<file path="src/rtl/fir_pkg.sv">
// fir_pkg: shared types and constants for the FIR tile tap sequencer.
//   FIR_CONT_TO_TILE : configuration pulse {valid, num, mode}
//   FIR_TAP_LOAD     : tap beat {valid, data{re, im}, count}
//   fir_seq_state_t  : sequencer state encoding
package fir_pkg;

  localparam int unsigned MAX_TAPS   = 64;
  localparam int unsigned CNT_W      = $clog2(MAX_TAPS);
  localparam int unsigned NUM_W      = CNT_W + 1;
  localparam int unsigned SETTLE_CYC = 4;
  localparam int unsigned FIR_TAP_W  = 32;
  localparam int unsigned MODE_W     = 2;
  localparam int unsigned HALF_TAPS  = MAX_TAPS / 2;
  localparam int unsigned HALF_W     = $clog2(HALF_TAPS);

  typedef struct packed {
    logic [FIR_TAP_W/2-1:0] re;
    logic [FIR_TAP_W/2-1:0] im;
  } fir_tap_data_t;

  typedef struct packed {
    logic              valid;
    logic [NUM_W-1:0]  num;
    logic [MODE_W-1:0] mode;
  } FIR_CONT_TO_TILE;

  typedef struct packed {
    logic             valid;
    fir_tap_data_t    data;
    logic [CNT_W-1:0] count;
  } FIR_TAP_LOAD;

  typedef enum logic [2:0] {
    ST_IDLE,
    ST_CFG,
    ST_SETTLE,
    ST_LOAD,
    ST_DONE
  } fir_seq_state_t;

  // Tap count accepted only in 1..MAX_TAPS.
  function automatic logic num_is_legal(input logic [NUM_W-1:0] n);
    return (n != '0) && (n <= NUM_W'(MAX_TAPS));
  endfunction

endpackage

</file>
<file path="src/rtl/fir_tap_sequencer_if.sv">
// fir_tap_sequencer_if: command, tap stream and tile-side bundle.
//   master : upstream front end (drives cfg_*/tap_valid/tap_data)
//   slave  : the sequencer (drives readies, tile outputs and status)
//   FIR_TAP_SYMM_EN adds cfg_symm.
interface fir_tap_sequencer_if;
  import fir_pkg::*;

  logic              cfg_valid;
  logic              cfg_ready;
  logic [NUM_W-1:0]  cfg_num;
  logic [MODE_W-1:0] cfg_mode;
`ifdef FIR_TAP_SYMM_EN
  logic              cfg_symm;
`endif
  logic              tap_valid;
  logic              tap_ready;
  fir_tap_data_t     tap_data;
  FIR_CONT_TO_TILE   cont_to_tile_out;
  FIR_TAP_LOAD       tap_out;
  logic              busy;
  logic              done;
  logic              err;

`ifdef FIR_TAP_SYMM_EN
  modport master (
    output cfg_valid, cfg_num, cfg_mode, cfg_symm, tap_valid, tap_data,
    input  cfg_ready, tap_ready, cont_to_tile_out, tap_out, busy, done, err
  );
  modport slave (
    input  cfg_valid, cfg_num, cfg_mode, cfg_symm, tap_valid, tap_data,
    output cfg_ready, tap_ready, cont_to_tile_out, tap_out, busy, done, err
  );
`else
  modport master (
    output cfg_valid, cfg_num, cfg_mode, tap_valid, tap_data,
    input  cfg_ready, tap_ready, cont_to_tile_out, tap_out, busy, done, err
  );
  modport slave (
    input  cfg_valid, cfg_num, cfg_mode, tap_valid, tap_data,
    output cfg_ready, tap_ready, cont_to_tile_out, tap_out, busy, done, err
  );
`endif

endinterface

</file>
<file path="src/rtl/fir_tap_mirror_buf.sv">
// fir_tap_mirror_buf: half-length tap store for symmetric loading.
// Exists only when FIR_TAP_SYMM_EN is defined.
//   clr/wr_en/wr_data : write pointer restarts on clr, advances per write
//   rd_addr/rd_data_c : asynchronous read at an explicit address
`ifdef FIR_TAP_SYMM_EN
module fir_tap_mirror_buf
  import fir_pkg::*;
(
  input  logic              clk,
  input  logic              rst_n,
  input  logic              clr,
  input  logic              wr_en,
  input  fir_tap_data_t     wr_data,
  input  logic [HALF_W-1:0] rd_addr,
  output fir_tap_data_t     rd_data_c
);

  fir_tap_data_t     mem [HALF_TAPS];
  logic [HALF_W-1:0] wr_ptr;

  // Write pointer: restarts for every accepted command.
  always_ff @(posedge clk) begin
    if (!rst_n || clr) wr_ptr <= '0;
    else if (wr_en)    wr_ptr <= wr_ptr + HALF_W'(1);
  end

  // Storage array, no reset needed.
  always_ff @(posedge clk) begin
    if (wr_en) mem[wr_ptr] <= wr_data;
  end

  assign rd_data_c = mem[rd_addr];

endmodule
`endif

</file>
<file path="src/rtl/fir_tap_sequencer.sv">
// fir_tap_sequencer: drives one config pulse, a settle gap, then one
// tap beat per tap with descending count into the FIR tile.
//   clk, rst_n : clock, synchronous active-low reset
//   bus        : fir_tap_sequencer_if.slave (command, taps, tile outputs,
//                busy/done/err status)
// Optional FIR_TAP_SYMM_EN: symmetric loading, half the taps supplied and
// the rest replayed in reverse from fir_tap_mirror_buf.
module fir_tap_sequencer
  import fir_pkg::*;
(
  input  logic               clk,
  input  logic               rst_n,
  fir_tap_sequencer_if.slave bus
);

  fir_seq_state_t   state_q, state_d;
  logic [NUM_W-1:0] num_q, num_d;
  logic [CNT_W-1:0] cnt_q, cnt_d;
  logic             err_q, err_d;
  logic             cfg_ready_q, tap_ready_q, tap_ready_d, busy_q, done_q;
  FIR_CONT_TO_TILE  cont_q, cont_d;
  FIR_TAP_LOAD      tap_q, tap_d;
  logic             tap_hs;
`ifdef FIR_TAP_SYMM_EN
  logic             symm_q, symm_d, mirror_q, mirror_d;
  logic             buf_clr, buf_wr;
  fir_tap_data_t    buf_rd;
`endif

  assign tap_hs = (state_q == ST_LOAD) && tap_ready_q && bus.tap_valid;

  // Next state, counters and next output values.
  always_comb begin
    state_d = state_q;
    num_d   = num_q;
    cnt_d   = cnt_q;
    err_d   = err_q;
    cont_d  = '0;
    tap_d   = '0;
`ifdef FIR_TAP_SYMM_EN
    symm_d   = symm_q;
    mirror_d = mirror_q;
    buf_clr  = 1'b0;
    buf_wr   = 1'b0;
`endif
    unique case (state_q)
      ST_IDLE: begin
        if (bus.cfg_valid) begin
          if (num_is_legal(bus.cfg_num)) begin
            state_d     = ST_CFG;
            num_d       = bus.cfg_num;
            cont_d.valid = 1'b1;
            cont_d.num   = bus.cfg_num;
            cont_d.mode  = bus.cfg_mode;
`ifdef FIR_TAP_SYMM_EN
            symm_d  = bus.cfg_symm;
            buf_clr = 1'b1;
`endif
          end else begin
            err_d = 1'b1;
          end
        end
      end
      ST_CFG: begin
        state_d = ST_SETTLE;
        cnt_d   = CNT_W'(SETTLE_CYC - 1);
      end
      ST_SETTLE: begin
        if (cnt_q == '0) begin
          state_d = ST_LOAD;
          cnt_d   = CNT_W'(num_q - NUM_W'(1));
`ifdef FIR_TAP_SYMM_EN
          mirror_d = 1'b0;
`endif
        end else begin
          cnt_d = cnt_q - CNT_W'(1);
        end
      end
      ST_LOAD: begin
`ifdef FIR_TAP_SYMM_EN
        // Mirror beat at count c replays the stored tap of index c.
        if (mirror_q) begin
          tap_d.valid = 1'b1;
          tap_d.data  = buf_rd;
          tap_d.count = cnt_q;
        end else
`endif
        if (tap_hs) begin
          tap_d.valid = 1'b1;
          tap_d.data  = bus.tap_data;
          tap_d.count = cnt_q;
`ifdef FIR_TAP_SYMM_EN
          buf_wr = symm_q;
          // Last supplied tap carries count floor(num/2).
          if (symm_q && (cnt_q != '0) && (cnt_q == CNT_W'(num_q >> 1)))
            mirror_d = 1'b1;
`endif
        end
        if (tap_d.valid) begin
          if (cnt_q == '0) state_d = ST_DONE;
          else             cnt_d   = cnt_q - CNT_W'(1);
        end
      end
      ST_DONE: state_d = ST_IDLE;
      default: state_d = ST_IDLE;
    endcase

    tap_ready_d = (state_d == ST_LOAD);
`ifdef FIR_TAP_SYMM_EN
    tap_ready_d = tap_ready_d && !mirror_d;
`endif
  end

  // State and registered outputs.
  always_ff @(posedge clk) begin
    if (!rst_n) begin
      state_q     <= ST_IDLE;
      num_q       <= '0;
      cnt_q       <= '0;
      err_q       <= 1'b0;
      cfg_ready_q <= 1'b1;
      tap_ready_q <= 1'b0;
      busy_q      <= 1'b0;
      done_q      <= 1'b0;
      cont_q      <= '0;
      tap_q       <= '0;
`ifdef FIR_TAP_SYMM_EN
      symm_q      <= 1'b0;
      mirror_q    <= 1'b0;
`endif
    end else begin
      state_q     <= state_d;
      num_q       <= num_d;
      cnt_q       <= cnt_d;
      err_q       <= err_d;
      cfg_ready_q <= (state_d == ST_IDLE);
      tap_ready_q <= tap_ready_d;
      busy_q      <= (state_d != ST_IDLE);
      done_q      <= (state_d == ST_DONE);
      cont_q      <= cont_d;
      tap_q       <= tap_d;
`ifdef FIR_TAP_SYMM_EN
      symm_q      <= symm_d;
      mirror_q    <= mirror_d;
`endif
    end
  end

`ifdef FIR_TAP_SYMM_EN
  fir_tap_mirror_buf u_mirror_buf (
    .clk       (clk),
    .rst_n     (rst_n),
    .clr       (buf_clr),
    .wr_en     (buf_wr),
    .wr_data   (bus.tap_data),
    .rd_addr   (HALF_W'(cnt_q)),
    .rd_data_c (buf_rd)
  );
`endif

  assign bus.cfg_ready        = cfg_ready_q;
  assign bus.tap_ready        = tap_ready_q;
  assign bus.busy             = busy_q;
  assign bus.done             = done_q;
  assign bus.err              = err_q;
  assign bus.cont_to_tile_out = cont_q;
  assign bus.tap_out          = tap_q;

endmodule
</file>
<file path="src/flat_wrapper.sv">
// flat-port wrapper written by rule: the top's interface ports become plain ports
module fir_tap_sequencer_flat import fir_pkg::*;
  (clk, rst_n, bus_cfg_valid, bus_cfg_num, bus_cfg_mode, bus_tap_valid, bus_tap_data, bus_cfg_ready, bus_tap_ready, bus_cont_to_tile_out, bus_tap_out, bus_busy, bus_done, bus_err);
  fir_tap_sequencer_if bus_i ();
  input  logic clk;
  input  logic rst_n;
  input wire logic [$bits(bus_i.cfg_valid)-1:0] bus_cfg_valid;
  input wire logic [$bits(bus_i.cfg_num)-1:0] bus_cfg_num;
  input wire logic [$bits(bus_i.cfg_mode)-1:0] bus_cfg_mode;
  input wire logic [$bits(bus_i.tap_valid)-1:0] bus_tap_valid;
  input wire logic [$bits(bus_i.tap_data)-1:0] bus_tap_data;
  output wire logic [$bits(bus_i.cfg_ready)-1:0] bus_cfg_ready;
  output wire logic [$bits(bus_i.tap_ready)-1:0] bus_tap_ready;
  output wire logic [$bits(bus_i.cont_to_tile_out)-1:0] bus_cont_to_tile_out;
  output wire logic [$bits(bus_i.tap_out)-1:0] bus_tap_out;
  output wire logic [$bits(bus_i.busy)-1:0] bus_busy;
  output wire logic [$bits(bus_i.done)-1:0] bus_done;
  output wire logic [$bits(bus_i.err)-1:0] bus_err;
  assign bus_i.cfg_valid = bus_cfg_valid;
  assign bus_i.cfg_num = bus_cfg_num;
  assign bus_i.cfg_mode = bus_cfg_mode;
  assign bus_i.tap_valid = bus_tap_valid;
  assign bus_i.tap_data = bus_tap_data;
  assign bus_cfg_ready = bus_i.cfg_ready;
  assign bus_tap_ready = bus_i.tap_ready;
  assign bus_cont_to_tile_out = bus_i.cont_to_tile_out;
  assign bus_tap_out = bus_i.tap_out;
  assign bus_busy = bus_i.busy;
  assign bus_done = bus_i.done;
  assign bus_err = bus_i.err;
  fir_tap_sequencer u_core (.clk(clk), .rst_n(rst_n), .bus(bus_i));
endmodule
</file>
<file path="config.mk">
export PLATFORM = sky130hd
export DESIGN_NAME = fir_tap_sequencer_flat
export DESIGN_NICKNAME = d
export VERILOG_FILES = /design/src/rtl/fir_pkg.sv /design/src/rtl/fir_tap_sequencer_if.sv /design/src/rtl/fir_tap_mirror_buf.sv /design/src/rtl/fir_tap_sequencer.sv /design/src/flat_wrapper.sv
export SDC_FILE = /design/constraint.sdc
export NUM_CORES = 1
export LEC_CHECK = 0
export BUFFER_PORTS_ARGS = -buffer_cell sky130_fd_sc_hd__buf_4
export CORE_AREA = 2 2 82 76
export CTS_CLUSTER_SIZE = 12
export DETAILED_ROUTE_END_ITERATION = 8
export DIE_AREA = 0 0 84 78
export PLACE_DENSITY_LB_ADDON = 0.12
export SETUP_SLACK_MARGIN = 0.1
export SYNTH_ARGS = -nofsm -noshare
export SYNTH_HDL_FRONTEND = slang
export SYNTH_HIERARCHICAL = 1
export SYNTH_SLANG_ARGS = --single-unit
</file>
<file path="constraint.sdc">
create_clock -name clk -period 1.7 [get_ports clk]
set_input_delay 0.17 -clock clk [delete_from_list [all_inputs] [get_ports clk]]
set_output_delay 0.17 -clock clk [all_outputs]
set_load 0.02 [all_outputs]
</file>
### Word level (Yosys, flattened, before mapping)

Cells that the tools add are included.
Widths: inputs -> output; s select.

| cells by class | value |
|---|---|
| add/subtract/negate cells | 2 |
| $mul | 0 |
| div/mod/pow operators | 0 |
| $lt $le $gt $ge | 1 |
| equal/unequal tests | 7 |
| shift-type cells | 0 |
| multiplexer cells | 13 |
| bitwise gates (word level) | 1 |
| reductions and logical operators | 15 |

Operators with widths:

| kind | number |
|---|---|
| $mux 39 | 2 |
| $mux 6 | 3 |
| $pmux 6 s3 | 1 |
| $mux 3 | 5 |
| $pmux 3 s4 | 1 |
| $reduce_and 3->1 | 4 |
| $sub 6x1->6 const B | 2 |
| $mux 10 | 1 |
| $eq 3x2->1 const B | 3 |
| $le 7x7->1 const B | 1 |
| $reduce_bool 7->1 | 1 |
| $logic_not 3->1 | 2 |
| $logic_not 6->1 | 1 |
| $reduce_bool 3->1 | 2 |
| $ne 2x2->1 const B | 2 |
| $reduce_and 4->1 | 1 |
| $eq 3x1->1 const B | 1 |
| $eq 3x3->1 const B | 1 |
| $logic_and 1x1->1 | 3 |
| $reduce_and 2->1 | 1 |
| $not 1->1 | 1 |

| storage, ports and cells | value |
|---|---|
| flip-flop bits (word level) | 69 |
| bits in latches | 0 |
| RAM bits | 0 |
| ROM bits | 0 |
| output and inout port bits | 54 |
| memories kept | 0 |

### Longest topological paths before layout

| logic depth | value |
|---|---|
| depth in word-level cells | 8 |
| depth in mapped cells | 7 |
| mapped depth without buffers | 6 |

### Least setup slack after synthesis

OpenSTA, ideal clock, no wires.

| timing path | value |
|---|---|
| path kind | input-to-reg |
| start point | input bus_cfg_num[5] |
| end point | register u_core.cont_q (netlist bit u_core/bus.cont_to_tile_out[0]) |
| arrival time | 1.544 ns |
| data required time | 1.584 ns |
| setup slack | 0.040 ns |
| stages on the path | 5 |
| buffers on the path | 1 |
| cells stage by stage | or4_1 > nor4_1 > nor3_4 > buf_4 > and3_1 |

| on the way | value |
|---|---|
| cells in the longest elaborated chain, start to end | 3 |
| elaborated cells on any way between the ends | 4 |
| classes of those cells | order compare: 1; reduce/logical: 3 |

Ends and longest elaborated chain:

| element | RTL line | source |
|---|---|---|
| from (decl) | flat_wrapper.sv:8 | `input wire logic [$bits(bus_i.cfg_num)-1:0] bus_cfg_num;` |
| $le 7x7->1 or $reduce_bool 7->1 (tied branches) | fir_pkg.sv:43 | `return (n != '0) && (n <= NUM_W'(MAX_TAPS));` |
| $logic_and 1x1->1 * | fir_pkg.sv:43 |  |
| $reduce_and 4->1 (no source line) * | - |  |
| to (signal assigned) | fir_tap_sequencer.sv:140 | `cont_q <= cont_d;` |
| to (decl) | fir_tap_sequencer.sv:21 | `FIR_CONT_TO_TILE cont_q, cont_d;` |

Mark *: on every way between the ends. The rest lies on a longest branch, timed or not.
A chain may end at the register's enable or synchronous reset.

### Worst setup path in the final report

| timing path | value |
|---|---|
| start point | input bus_cfg_num[5] |
| end point | register u_core.num_q[4] |

| on the way | value |
|---|---|
| cells in the longest elaborated chain, start to end | 3 |
| elaborated cells on any way between the ends | 4 |
| classes of those cells | order compare: 1; reduce/logical: 3 |

Ends and longest elaborated chain:

| element | RTL line | source |
|---|---|---|
| $le 7x7->1 or $reduce_bool 7->1 (tied branches) | fir_pkg.sv:43 |  |
| $logic_and 1x1->1 * | fir_pkg.sv:43 |  |
| $reduce_and 3->1 (no source line) * | - |  |
| to (signal assigned) | fir_tap_sequencer.sv:133 | `num_q <= num_d;` |
| to (decl) | fir_tap_sequencer.sv:17 | `logic [NUM_W-1:0] num_q, num_d;` |

Marked as above.

==> results.tsv <==
metric	value	unit
status	complete, no violations	
grt_pass1_vias	2006	
path_max_fanout	14	
design_area	0.00344	mm2
comb_power_share	0.158	
final_cell_mix	buf_4, dfxtp_1, and2_1	
clock_path_buffers	2	
synthFlopType	dfxtp_1	
p_sw_frac	0.253	
syn_nets	279	
yosys.area_share.xor_xnor	0.0150	
synth-seq-area-share	0.591	
crit_end	u_core/num_q[4]	
grt_max_degree	36	
crit_path_start	bus_cfg_num[5]	
yosys_warnings	6	
die_y	78	um
criticalPathCategory	in2reg	
rsz0062_at_grt	false	
clk_latency	0.34	ns
dpl_cell_area	0.00324	mm2
ant_nets	0	
fin_crit_sh	0.891	
drive_gt1_frac	0.383	
worstPathArrival	1.78	ns
hold_class	in2reg	
clockRootBuffer	clkbuf_8	
synthMuxAreaShare	0.00910	
ir_worst_vdd	676	uV
maxSlewHeadroom	0.833	
p_sw	0.898	mW
drtIter0Drc	71	
synth-simple-area-share	0.228	
r2r_slack	0.21	ns
drv_cap	0	
dp_slack	-0.154	ns
cts_buffers	9	
cts_tree	yes	
overflow	0	
leakage	1.61	nW
final_common_cell	buf_4	
num_vias	1959	
totalPowerFinal	3.54	mW
synth_edf_count	0	
required	1.97	ns
cts.clk_slew.worst_paths	0.07	ns
start_kind	primary input	
setup_violations	0	
finalNetCount	390	
io_pins	99	
stdcell_count	415	
route.detailed.drc	0	
grt_usage	0.169	
area_delta_synth_final	47.2	%
drt_wl_total	5.20	mm
end_kind	flip-flop	
die_w	84	um
power_density	1030	mW/mm2
clkPwrFrac	0.360	
max_freq	660	MHz
clock-sinks	69	
n_antenna_cell	0	
synth-adder-area-share	0.0161	
routabilityCongestion	0.850	
setup_slack	0.186	ns
r2r_cells	5	
num-fill-cells	487	
r2r_end	u_core/cnt_q[1]	
drt-pass1-iter-count	4	
yosysUniqueCellTypes	37	
p_int	2.65	mW
vias_per_cell	4.72	
place_hpwl	3.80	mm
wl_per_cell	12.5	um
p_seq_frac	0.482	
post_cts_buffers	0	
syn-mean-instance-area	10.1	um2
whs	0.0263	ns
h-tree-depth	3	
place_inst	400	
num_rows	26	
skew	0.00687	ns
core	0.00563	mm2
syn-instance-count	231	
async_reset_ff_frac	0	
synth-seq-cells	69	
initial_core_util	0.416	
synth_compound_area_frac	0.109	
hold_viol_final	0	
grt_antenna_before_repair	0	
synth_top_family_by_area	simple AND/OR/NAND/NOR gates	
portBuffers	98	
r2r-start	u_core/cnt_q[0]	
slew_violations	0	
syn_area	0.00234	mm2
dieArea	0.00655	mm2
grt_first_pass_wirelength	8.54	mm
post-route-min-period	1.51	ns
final_core_util	0.612	
worstMarginPinSlew	0.251	ns
final.setup.tns	0	ns
synthesized netlist by cell type, types with 3 or more instances:
cell | number | share of area
a21oi_1 | 6 | 0.013
and3_1 | 10 | 0.027
clkbuf_1 | 8 | 0.013
dfxtp_1 | 69 | 0.59
and2_1 | 34 | 0.091
nand2_1 | 15 | 0.024
o21ai_0 | 7 | 0.015
ha_1 | 3 | 0.016
o22ai_1 | 3 | 0.0080
nand3_1 | 5 | 0.011
nor2b_1 | 3 | 0.0080
o21bai_1 | 8 | 0.026
inv_1 | 10 | 0.016
nor2_1 | 16 | 0.026
layer usage:
layer | up-vias | track usage | share of wire
met1 | 889 | 0.174 | 0.43
met3 | 7 | 0.0872 | 0.078
met2 | 62 | 0.289 | 0.48
met5 | - | 0 | 0
met4 | 0 | 0.0677 | 0.013
li1 | 1001 | - | -
registers in the layout (all words and copies together) (netlist names), 3 cells and up:
name                         cells
u_core/bus.tap_out              39
u_core/cnt_q                     6
u_core/num_q                     6
u_core/bus.cont_to_tile_out     10
u_core/state_q                   3
worst max-delay path, stage by stage:
cell      delay (ns)
buf_4           0.11
or4_4           0.54
o31a_1          0.31
nor3_4          0.22
buf_12          0.16
and3_1          0.17
o21bai_1        0.11
what timing repair did:
item / CTS / global route
endpoints found under the setup margin: 2 / 8
resized for setup: 1 / 4
endpoints found under the hold margin: 0 / 1
gates cloned: 0 / 0
pin swaps: 0 / 1
hold buffers: 0 / 1
cell families (layout without fill, tap and decap cells):
| kind of cell | count (synthesis) | after routing |
|---|---|---|
| multiplexers | 2 | 2 |
| flip-flops | 69 | 69 |
| XOR/XNOR | 4 | 4 |
| buffers and inverters | 19 | 133 |
| adder cells (fa/ha/maj) | 3 | 3 |
| AND/OR/NAND/NOR | 96 | 96 |
| AO/OA/AOI/OAI | 38 | 38 |
worst min path at each step:
stage                     start  depth (start not counted)                endpoint  slack (ns)
2_1_floorplan   bus_tap_data[4]                          1  u_core/bus.tap_out[10]        0.29
3_3_place_gp   bus_tap_data[23]                          2  u_core/bus.tap_out[29]        0.37
3_5_place_dp    bus_tap_data[3]                          2   u_core/bus.tap_out[9]        0.37
4_1_cts        bus_tap_data[25]                          2  u_core/bus.tap_out[31]       0.009
5_1_grt        bus_tap_data[31]                          2  u_core/bus.tap_out[37]       0.001
6_report       bus_tap_data[25]                          2  u_core/bus.tap_out[31]        0.03
power groups by stage:
stage                     sequential, mW  combinational (mW)  clock [mW]
after floorplan                     1.75               0.310           0
after global placement              1.74               0.548           0
after detailed placement            1.74               0.550           0
final                               1.71               0.560        1.28
after global routing                1.71               0.621        1.40
after CTS                           1.71               0.554        1.31
layout make-up:
type                            instances  area [um2]  area share
Multi-Input combinational cell        143         901       0.262
Clock inverter                          4        50.0      0.0145
Clock buffer                           10         138      0.0400
Inverter                               10        37.5      0.0109
Sequential cell                        69        1380       0.402
Timing Repair Buffer                  109         846       0.246
Tap cell                               70        87.6      0.0254
No activity file was read; power rests on OpenSTA's default activity.
